## config.mk

```make
export PLATFORM = sky130hd
export DESIGN_NAME = tone_synth_flat
export DESIGN_NICKNAME = d
export VERILOG_FILES = /design/src/rtl/tone_synth_if.sv /design/src/rtl/tone_synth.sv /design/src/flat_wrapper.sv
export SDC_FILE = /design/constraint.sdc
export NUM_CORES = 1
export LEC_CHECK = 0
export ABC_AREA = 1
export CAP_MARGIN = 10
export CORE_UTILIZATION = 45
export DETAILED_ROUTE_END_ITERATION = 16
export GPL_TIMING_DRIVEN = 0
export PLACE_DENSITY_LB_ADDON = 0.3
export SLEW_MARGIN = 15
export SYNTH_ARGS = -nofsm -noshare
export SYNTH_HDL_FRONTEND = slang
export SYNTH_SLANG_ARGS = --single-unit
```

## constraint.sdc

```tcl
create_clock -name clk -period 10.2 [get_ports clk]
set_input_delay 1.53 -clock clk [delete_from_list [all_inputs] [get_ports clk]]
set_output_delay 1.53 -clock clk [all_outputs]
set_load 0.02 [all_outputs]
```

## src/rtl/tone_synth_if.sv

```systemverilog
`default_nettype none
// ============================================================================
//  Module      : tone_synth_if
//  Description : Key/octave/volume inputs and Pmod amplifier pins of the
//                keyboard tone generator, bundled as one interface.
//  Revision    : 1.0 - initial release
// ============================================================================
interface tone_synth_if #(
    parameter int N_KEYS = 7
);
    logic [N_KEYS-1:0] keys;
    logic [2:0]        octave;
    logic [2:0]        volume;
    logic              AIN;
    logic              GAIN;
    logic              NC;
    logic              ACTIVE;
    logic              playing;

    // Controller side: drives the keyboard controls, observes the amplifier pins
    modport master (
        output keys, octave, volume,
        input  AIN, GAIN, NC, ACTIVE, playing
    );

    // Synthesiser side
    modport slave (
        input  keys, octave, volume,
        output AIN, GAIN, NC, ACTIVE, playing
    );
endinterface
`default_nettype wire

```

## src/rtl/tone_synth.sv

```systemverilog
`default_nettype none
// ============================================================================
//  Module      : tone_synth
//  Description : Keyboard tone generator for the Pmod amplifier. A pressed
//                key picks a note, octave shifts it, an attack/sustain/
//                release envelope and a volume setting set the amplitude,
//                and the square wave is PWM-gated onto AIN.
//  Revision    : 1.0 - initial release
// ============================================================================
module tone_synth #(
    parameter int CLK_HZ   = 100000000,
    parameter int N_KEYS   = 7,
    parameter int DIV_W    = 20,
    parameter int ENV_STEP = 4096,
    parameter bit GAIN_LOW = 1'b1
) (
    input  wire logic   clk,
    input  wire logic   rst_n,
    tone_synth_if.slave bus
);
    localparam logic [1:0] c_IDLE    = 2'd0;
    localparam logic [1:0] c_ATTACK  = 2'd1;
    localparam logic [1:0] c_SUSTAIN = 2'd2;
    localparam logic [1:0] c_RELEASE = 2'd3;

    localparam int c_SEL_W = (N_KEYS > 1) ? $clog2(N_KEYS) : 1;
    localparam int c_ENV_W = (ENV_STEP > 1) ? $clog2(ENV_STEP) : 1;
    localparam logic [c_ENV_W-1:0] c_ENV_LAST = c_ENV_W'(ENV_STEP - 1);

    // Note frequencies C2..B2 in Hz; keys past the table reuse the top note
    function automatic int f_freq(input int idx);
        case (idx)
            0:       f_freq = 65;
            1:       f_freq = 73;
            2:       f_freq = 82;
            3:       f_freq = 87;
            4:       f_freq = 98;
            5:       f_freq = 110;
            default: f_freq = 123;
        endcase
    endfunction

    logic [N_KEYS-1:0]  r_keys_s1, r_keys_s2;
    logic [2:0]         r_oct_s1, r_oct_s2;
    logic [1:0]         r_state, w_state_nxt;
    logic [7:0]         r_level;
    logic [c_ENV_W-1:0] r_env_cnt;
    logic [DIV_W-1:0]   r_half_cnt;
    logic               r_wave;
    logic [7:0]         r_pwm_cnt;
    logic               r_ain;

    logic [DIV_W-1:0]   w_half_tab [N_KEYS];
    logic [c_SEL_W-1:0] w_sel;
    logic               w_any_key;
    logic [2:0]         w_oct_sat;
    logic [DIV_W-1:0]   w_shift;
    logic [DIV_W-1:0]   w_reload;
    logic               w_tick;
    logic [3:0]         w_vol1;
    logic [10:0]        w_prod;
    logic [7:0]         w_amp;

    // Half-period table folded to constants at elaboration
    for (genvar gi = 0; gi < N_KEYS; gi++) begin : g_half
        localparam int c_F = f_freq(gi);
        assign w_half_tab[gi] = DIV_W'(CLK_HZ / (2 * c_F));
    end

    // Two-flop synchronisers for the asynchronous key and octave inputs
    always_ff @(posedge clk or negedge rst_n) begin
        if (!rst_n) begin
            r_keys_s1 <= '0;
            r_keys_s2 <= '0;
            r_oct_s1  <= '0;
            r_oct_s2  <= '0;
        end else begin
            r_keys_s1 <= bus.keys;
            r_keys_s2 <= r_keys_s1;
            r_oct_s1  <= bus.octave;
            r_oct_s2  <= r_oct_s1;
        end
    end

    // Lowest pressed key wins; divider is shifted by the saturated octave and
    // clamped to 1 so the reload value never underflows
    always_comb begin
        w_sel = '0;
        for (int i = N_KEYS - 1; i >= 0; i--) begin
            if (r_keys_s2[i]) w_sel = c_SEL_W'(i);
        end
        w_any_key = |r_keys_s2;
        w_oct_sat = (r_oct_s2 > 3'd4) ? 3'd4 : r_oct_s2;
        w_shift   = w_half_tab[w_sel] >> w_oct_sat;
        w_reload  = (w_shift == '0) ? '0 : w_shift - 1'b1;
        w_tick    = (r_env_cnt == c_ENV_LAST);
    end

    // Envelope next state; a key event takes precedence over the level bound
    always_comb begin
        w_state_nxt = r_state;
        case (r_state)
            c_IDLE:    if (w_any_key) w_state_nxt = c_ATTACK;
            c_ATTACK:  if (!w_any_key)                          w_state_nxt = c_RELEASE;
                       else if (w_tick && r_level >= 8'd254)    w_state_nxt = c_SUSTAIN;
            c_SUSTAIN: if (!w_any_key) w_state_nxt = c_RELEASE;
            default:   if (w_any_key)                           w_state_nxt = c_ATTACK;
                       else if (w_tick && r_level <= 8'd1)      w_state_nxt = c_IDLE;
        endcase
    end

    // State register
    always_ff @(posedge clk or negedge rst_n) begin
        if (!rst_n) r_state <= c_IDLE;
        else        r_state <= w_state_nxt;
    end

    // Envelope step counter and saturating level
    always_ff @(posedge clk or negedge rst_n) begin
        if (!rst_n) begin
            r_env_cnt <= '0;
            r_level   <= '0;
        end else begin
            if (w_state_nxt != r_state || w_tick)
                r_env_cnt <= '0;
            else if (r_state == c_ATTACK || r_state == c_RELEASE)
                r_env_cnt <= r_env_cnt + 1'b1;

            if (w_tick && r_state == c_ATTACK && w_any_key && r_level != 8'd255)
                r_level <= r_level + 8'd1;
            else if (w_tick && r_state == c_RELEASE && !w_any_key && r_level != 8'd0)
                r_level <= r_level - 8'd1;
        end
    end

    // Square wave: new divider only picked up at reload, frozen low in IDLE
    always_ff @(posedge clk or negedge rst_n) begin
        if (!rst_n) begin
            r_half_cnt <= '0;
            r_wave     <= 1'b0;
        end else if (r_state == c_IDLE) begin
            if (w_state_nxt == c_ATTACK) begin
                r_half_cnt <= w_reload;
                r_wave     <= 1'b0;
            end
        end else if (w_state_nxt == c_IDLE) begin
            r_wave <= 1'b0;
        end else if (r_half_cnt == '0) begin
            r_wave     <= ~r_wave;
            r_half_cnt <= w_reload;
        end else begin
            r_half_cnt <= r_half_cnt - 1'b1;
        end
    end

    // Amplitude = level * (volume+1) / 8, at most 255
    always_comb begin
        w_vol1 = {1'b0, bus.volume} + 4'd1;
        w_prod = {3'b000, r_level} * {7'b0000000, w_vol1};
        w_amp  = 8'(w_prod >> 3);
    end

    // Free-running PWM ramp and registered gated output
    always_ff @(posedge clk or negedge rst_n) begin
        if (!rst_n) begin
            r_pwm_cnt <= '0;
            r_ain     <= 1'b0;
        end else begin
            r_pwm_cnt <= r_pwm_cnt + 8'd1;
            r_ain     <= r_wave & (r_pwm_cnt < w_amp);
        end
    end

    assign bus.AIN     = r_ain;
    assign bus.GAIN    = GAIN_LOW;
    assign bus.NC      = 1'b0;
    assign bus.ACTIVE  = (r_state != c_IDLE);
    assign bus.playing = (r_state == c_ATTACK) || (r_state == c_SUSTAIN);

endmodule
`default_nettype wire

```

## src/flat_wrapper.sv

```systemverilog
// flat-port wrapper written by rule: the top's interface ports become plain ports
module tone_synth_flat 
#(
    parameter int CLK_HZ   = 100000000,
    parameter int N_KEYS   = 7,
    parameter int DIV_W    = 20,
    parameter int ENV_STEP = 4096,
    parameter bit GAIN_LOW = 1'b1
)
  (clk, rst_n, bus_keys, bus_octave, bus_volume, bus_AIN, bus_GAIN, bus_NC, bus_ACTIVE, bus_playing);
  tone_synth_if #(.N_KEYS(N_KEYS)) bus_i ();
  input  wire logic clk;
  input  wire logic rst_n;
  input wire logic [$bits(bus_i.keys)-1:0] bus_keys;
  input wire logic [$bits(bus_i.octave)-1:0] bus_octave;
  input wire logic [$bits(bus_i.volume)-1:0] bus_volume;
  output wire logic [$bits(bus_i.AIN)-1:0] bus_AIN;
  output wire logic [$bits(bus_i.GAIN)-1:0] bus_GAIN;
  output wire logic [$bits(bus_i.NC)-1:0] bus_NC;
  output wire logic [$bits(bus_i.ACTIVE)-1:0] bus_ACTIVE;
  output wire logic [$bits(bus_i.playing)-1:0] bus_playing;
  assign bus_i.keys = bus_keys;
  assign bus_i.octave = bus_octave;
  assign bus_i.volume = bus_volume;
  assign bus_AIN = bus_i.AIN;
  assign bus_GAIN = bus_i.GAIN;
  assign bus_NC = bus_i.NC;
  assign bus_ACTIVE = bus_i.ACTIVE;
  assign bus_playing = bus_i.playing;
  tone_synth #(.CLK_HZ(CLK_HZ), .N_KEYS(N_KEYS), .DIV_W(DIV_W), .ENV_STEP(ENV_STEP), .GAIN_LOW(GAIN_LOW)) u_core (.clk(clk), .rst_n(rst_n), .bus(bus_i));
endmodule
```

# Word level (Yosys, flattened, before mapping)
# Memory sizes are Yosys's and may differ from the RTL's.
# Cells that the tools add are included.
dict set report totals {
  memories 1
  inputBits 15
  rom_bits 160
  regBits 72
  wordCells 92
  out_inout_bits 5
}
dict set report op_classes {
  muxes 30
  bitwise 3
  n_mul 1
  shift 1
  magnitude_cmp 5
  eq_ne 9
  n_addsub 7
  reduce_logical 24
}
# memory depth width rd rd_clocked_by_memory_dff write_ports line_no
set memory_table {}
lappend memory_table {{(no name shown)} 8 20 1 0 0 tone_synth.sv:94} ;# w_shift = w_half_tab[w_sel] >> w_oct_sat;
# cell n
set ops {}
lappend ops {{2-to-1 mux 20 bit} 7}
lappend ops {{logical NOT 20 bit} 2}
lappend ops {{subtractor 20 x 1 -> 20 bit, second input constant} 2}
lappend ops {{2-to-1 mux 12 bit} 2}
lappend ops {{2-to-1 mux 3 bit} 8}
lappend ops {{right shift 20 x 3 -> 20 bit} 1}
lappend ops {{adder 8 x 1 -> 8 bit, second input constant} 2}
lappend ops {{2-to-1 mux 8 bit} 2}
lappend ops {{adder 12 x 1 -> 12 bit, second input constant} 1}
lappend ops {{== test 12 bit, second input constant} 1}
lappend ops {{2-to-1 mux 2 bit} 6}
lappend ops {{multiplier 8 x 4 -> 11 bit} 1}
lappend ops {{greater-or-equal comparator 8 bit, second input constant} 1}
lappend ops {{<= comparator 8 x 1 -> 1 bit, second input constant} 1}
lappend ops {{logical AND 1 bit} 8}
lappend ops {{less-than comparator 8 bit} 1}
lappend ops {{!= test 8 bit, second input constant} 1}
lappend ops {{nonzero test 8 bit} 1}
lappend ops {{subtractor 8 x 1 -> 8 bit, second input constant} 1}
lappend ops {{OR reduction 7 bit} 1}
lappend ops {{case mux 2 bit (3 select lines)} 1}
lappend ops {{nonzero test 2 bit} 3}
lappend ops {{adder 3 x 1 -> 4 bit, second input constant} 1}
lappend ops {{== test 2 x 1 -> 1 bit, second input constant} 2}
lappend ops {{other kinds (15)} 23}

# Logic depth before layout (Yosys ltp)
dict set report logic_depth {
  word_depth 17
  mapped_depth 22
  mapped_depth_nobuf 22
}

# Worst setup path before layout
# No wires, ideal clock.
dict set report synth_timing {
  path_kind {in2reg}
  from {in bus_volume[0]}
  to {reg u_core.r_ain, in the netlist u_core.bus.AIN}
  setup_time_ns 0.099
  path_buffers 0
  path_stages 21
  arrival_ns 5.071
  t_required_ns 10.101
  slack_ns 5.030
  path_cell_list {ha_1 -> or2_2 -> nand2_1 -> nor2_1 -> fa_1 -> inv_1 -> fa_1 -> inv_1 -> ha_1 -> a21oi_1 -> o21ai_0 -> a21oi_1 -> o21bai_1 -> nand2_1 -> nand2_1 -> a21oi_1 -> xor2_1 -> ha_1 -> nand2_1 -> nand2_1 -> a311oi_1}
}
dict set report synth_via {
  elab_chain_len 4
}
# element line_no
set synth_lines {}
lappend synth_lines {{start: declaration} flat_wrapper.sv:16} ;# input wire logic [$bits(bus_i.volume)-1:0] bus_volume;
lappend synth_lines {{adder 3 x 1 -> 4 bit} tone_synth.sv:158} ;# w_vol1 = {1'b0, bus.volume} + 4'd1;
lappend synth_lines {{multiplier 8 x 4 -> 11 bit} tone_synth.sv:159} ;# w_prod = {3'b000, r_level} * {7'b0000000, w_vol1};
lappend synth_lines {{less-than comparator 8 bit} tone_synth.sv:170} ;# r_ain <= r_wave & (r_pwm_cnt < w_amp);
lappend synth_lines {{bitwise AND 1 bit} tone_synth.sv:170}
lappend synth_lines {{end signal: assignment} tone_synth.sv:170}
lappend synth_lines {{end: declaration} tone_synth.sv:51} ;# logic r_ain;
# Every way passes these cells.
# A chain may end at the register's enable or synchronous reset.

# Worst setup path in the final report
# Same ends and word-level chain as after synthesis.

==> metrics.csv <==
metric;value;unit
drv_slew;0;
num_io_pins;20;
critPathKind;input pin to register;
p_per_area;197.1;nW/um^2
drv_cap;0;
synth_nets;897;
track_usage;0.2038;
finalSetupViolations;0;
coreArea;12820;sq um
start_util;0.4676;
fin_setup_tns;0;ns
holdWs;0.3414;ns
syn_to_final_growth;11.64;%
post_cts_buffers;0;
reg2reg_depth;19;
layout_commonest_cell;nand2_1;
syn_area;5997;sq um
grt_pass1_vias;5054;
numCtsBuffers;9;
cts.clk_slew.worst_paths;0.05;ns
postSynthAreaPerCell;7.252;sq um
grt_remaining_overflow;0;
worstHoldStart;u_core.r_keys_s1[3];
drtIter0Drc;353;
drive_gt1_frac;0.07674;
clock_latency;0.34;ns
gp_congestion;0.9113;
design.final.nets;926;
htree_levels;3;
finalCriticalPeriod;5.794;ns
drt_first_pass_iters;5;
grt_max_degree;59;
max_slew_margin;0.6655;
remaining_drc_errors;0;
cts_root_buf;clkbuf_16;
vias_per_cell;5.141;
synth.distinct_cells;48;
preCtsSetupSlack;4.090;ns
ir_drop;0.0002314;V
rows;41;
yosysWarnings;0;
setup.worst_path.start;bus_volume[0];
fmax;172.6;MHz
dieHeight;117.4;um
hold_class;register to register;
crit_path_end;u_core.bus.AIN;
hold_viol_final;0;
layout_common_cells;179 x nand2_1, 117 x inv_1, 91 x nor2_1;
cp_data_arrival_time;6.02;ns
setup_ws;4.406;ns
skew;0.008365;ns
post_drt_wl_per_cell;12.57;um
ant_nets;0;
routed_wl;12980;um
dieWidth;117.4;um
status;finished clean;
cts_tree;built;
cts_resized;0;
synth-seq-cells;72;
synth_cells;827;
grt_first_pass_wirelength;23130;um
cts_buffer_depth;2;
async_flop_share;1.000;
antenna_found_initial;0;
timing.rr.end;u_core.bus.AIN;
port_buffers;17;
die_area;13790;sq um
rsz0062_at_grt;no;
dpl.hpwl;9857;um
vias;5305;
period_share;0.5680;
crit_fanout;7;
antenna-diode-count;0;
ys.flop_type;dfrtp_1;
yosysSeqAreaShare;0.3004;
end_kind;register;
worstSetupStartpointType;input pin;
rrSetupSlack;6.12;ns
holdBufCountCts;0;
worst_slew_pin_slew;0.4998;ns
cp.required;10.43;ns
cts_sinks;72;
r2r-start;u_core.r_level[1];
power.leakage;3.432;nW
synth-edff-count;0;
[cell families (layout without fill, tap and decap cells)]
logic type,count (synthesis),count (layout),share of synthesized area
flops,72,72,0.3004
xor+xnor,41,41,0.05988
fa+ha+maj,55,55,0.1298
simple gates,416,416,0.3178
other cells,2,2,0.001252
compound gates,101,101,0.09556
buf+inv,140,173,0.09535
[metal layers]
| metal | vias up | GRT usage | part of all wire |
|---|---|---|---|
| li1 | 2725 | - | - |
| met2 | 102 | 0.3277 | 0.46 |
| met3 | 12 | 0.04426 | 0.039 |
| met5 | - | 0 | 0 |
| met1 | 2466 | 0.2743 | 0.48 |
| met4 | 0 | 0.05844 | 0.015 |
[critical path: stages]
cell	delay [ns]
clkdlybuf4s50_1	0.48
ha_1	0.24
or2_2	0.27
nand2_1	0.20
inv_1	0.11
nand2_1	0.10
fa_1	0.42
inv_1	0.09
fa_1	0.44
fa_1	0.48
a21oi_1	0.16
o21ai_0	0.14
a21oi_1	0.18
o21bai_1	0.11
nand2_1	0.08
nand2_1	0.05
a21oi_1	0.15
xor2_1	0.17
ha_1	0.26
nand2_1	0.07
nand2_1	0.04
a311oi_1	0.23
[metrics by stage]
step	cells	power, W	utilization	instance area (sq um)
after detailed placement	1017	0.001006	0.4996	6407
after floorplan	827	0.0008586	-	5997
after global placement	1016	0.001001	0.4977	6382
after global routing	1032	0.001433	0.5220	6695
final	1032	0.001320	0.5220	6695
after CTS	1032	0.001327	0.5220	6695
[state kept, by name (all words and copies together) (netlist names)]
name               flops
u_core.r_keys_s1       7
u_core.r_level         8
u_core.r_half_cnt     20
u_core.r_pwm_cnt       8
u_core.r_state         2
u_core.r_oct_s2        3
u_core.r_keys_s2       7
u_core.r_wave          1
u_core.r_env_cnt      12
u_core.r_oct_s1        3
u_core.bus.AIN         1
[cell type report]
class | count | area, sq um
plain buffers | 19 | 117.6
clock buffers | 11 | 242.7
clock inverters | 4 | 45.04
fillers | 1277 | 6130
inverters | 121 | 454.2
multi-input cells | 615 | 3623
flip-flops and latches | 72 | 1802
well taps | 172 | 215.2
repair buffers | 18 | 195.2
[cells in the mapped netlist (9+ instances only)]
library cell,number,area (sq um)
a21oi_1,36,180.2
dfrtp_1,72,1802
o21ai_0,29,145.1
xor2_1,31,271.5
nand4_1,20,125.1
nand3_1,76,380.4
nor3_1,13,65.06
ha_1,43,538.0
nor2_1,91,341.6
xnor2_1,10,87.58
fa_1,12,240.2
nand2_1,179,671.9
inv_1,117,439.2
buf_4,9,67.56
nand2_2,10,62.56
[how the worst min path moves through the flow]
stage               depth (start not counted)             endpoint  slack (ns)
floorplan                                   0  u_core.r_keys_s2[0]        0.33
global placement                            0   u_core.r_oct_s2[0]        0.33
detailed placement                          0  u_core.r_keys_s2[3]        0.33
CTS                                         0  u_core.r_keys_s2[3]        0.34
global route                                0  u_core.r_keys_s2[3]        0.36
finish                                      0  u_core.r_keys_s2[3]        0.34
[power breakdown]
group          switching (W)  leakage [nW]  internal [W]  total [W]
Sequential         0.0000595         0.888      0.000344   0.000404
Clock               0.000119         0.145      0.000193   0.000313
Combinational       0.000387          2.40      0.000216   0.000603
No activity file was read; power rests on OpenSTA's default activity.
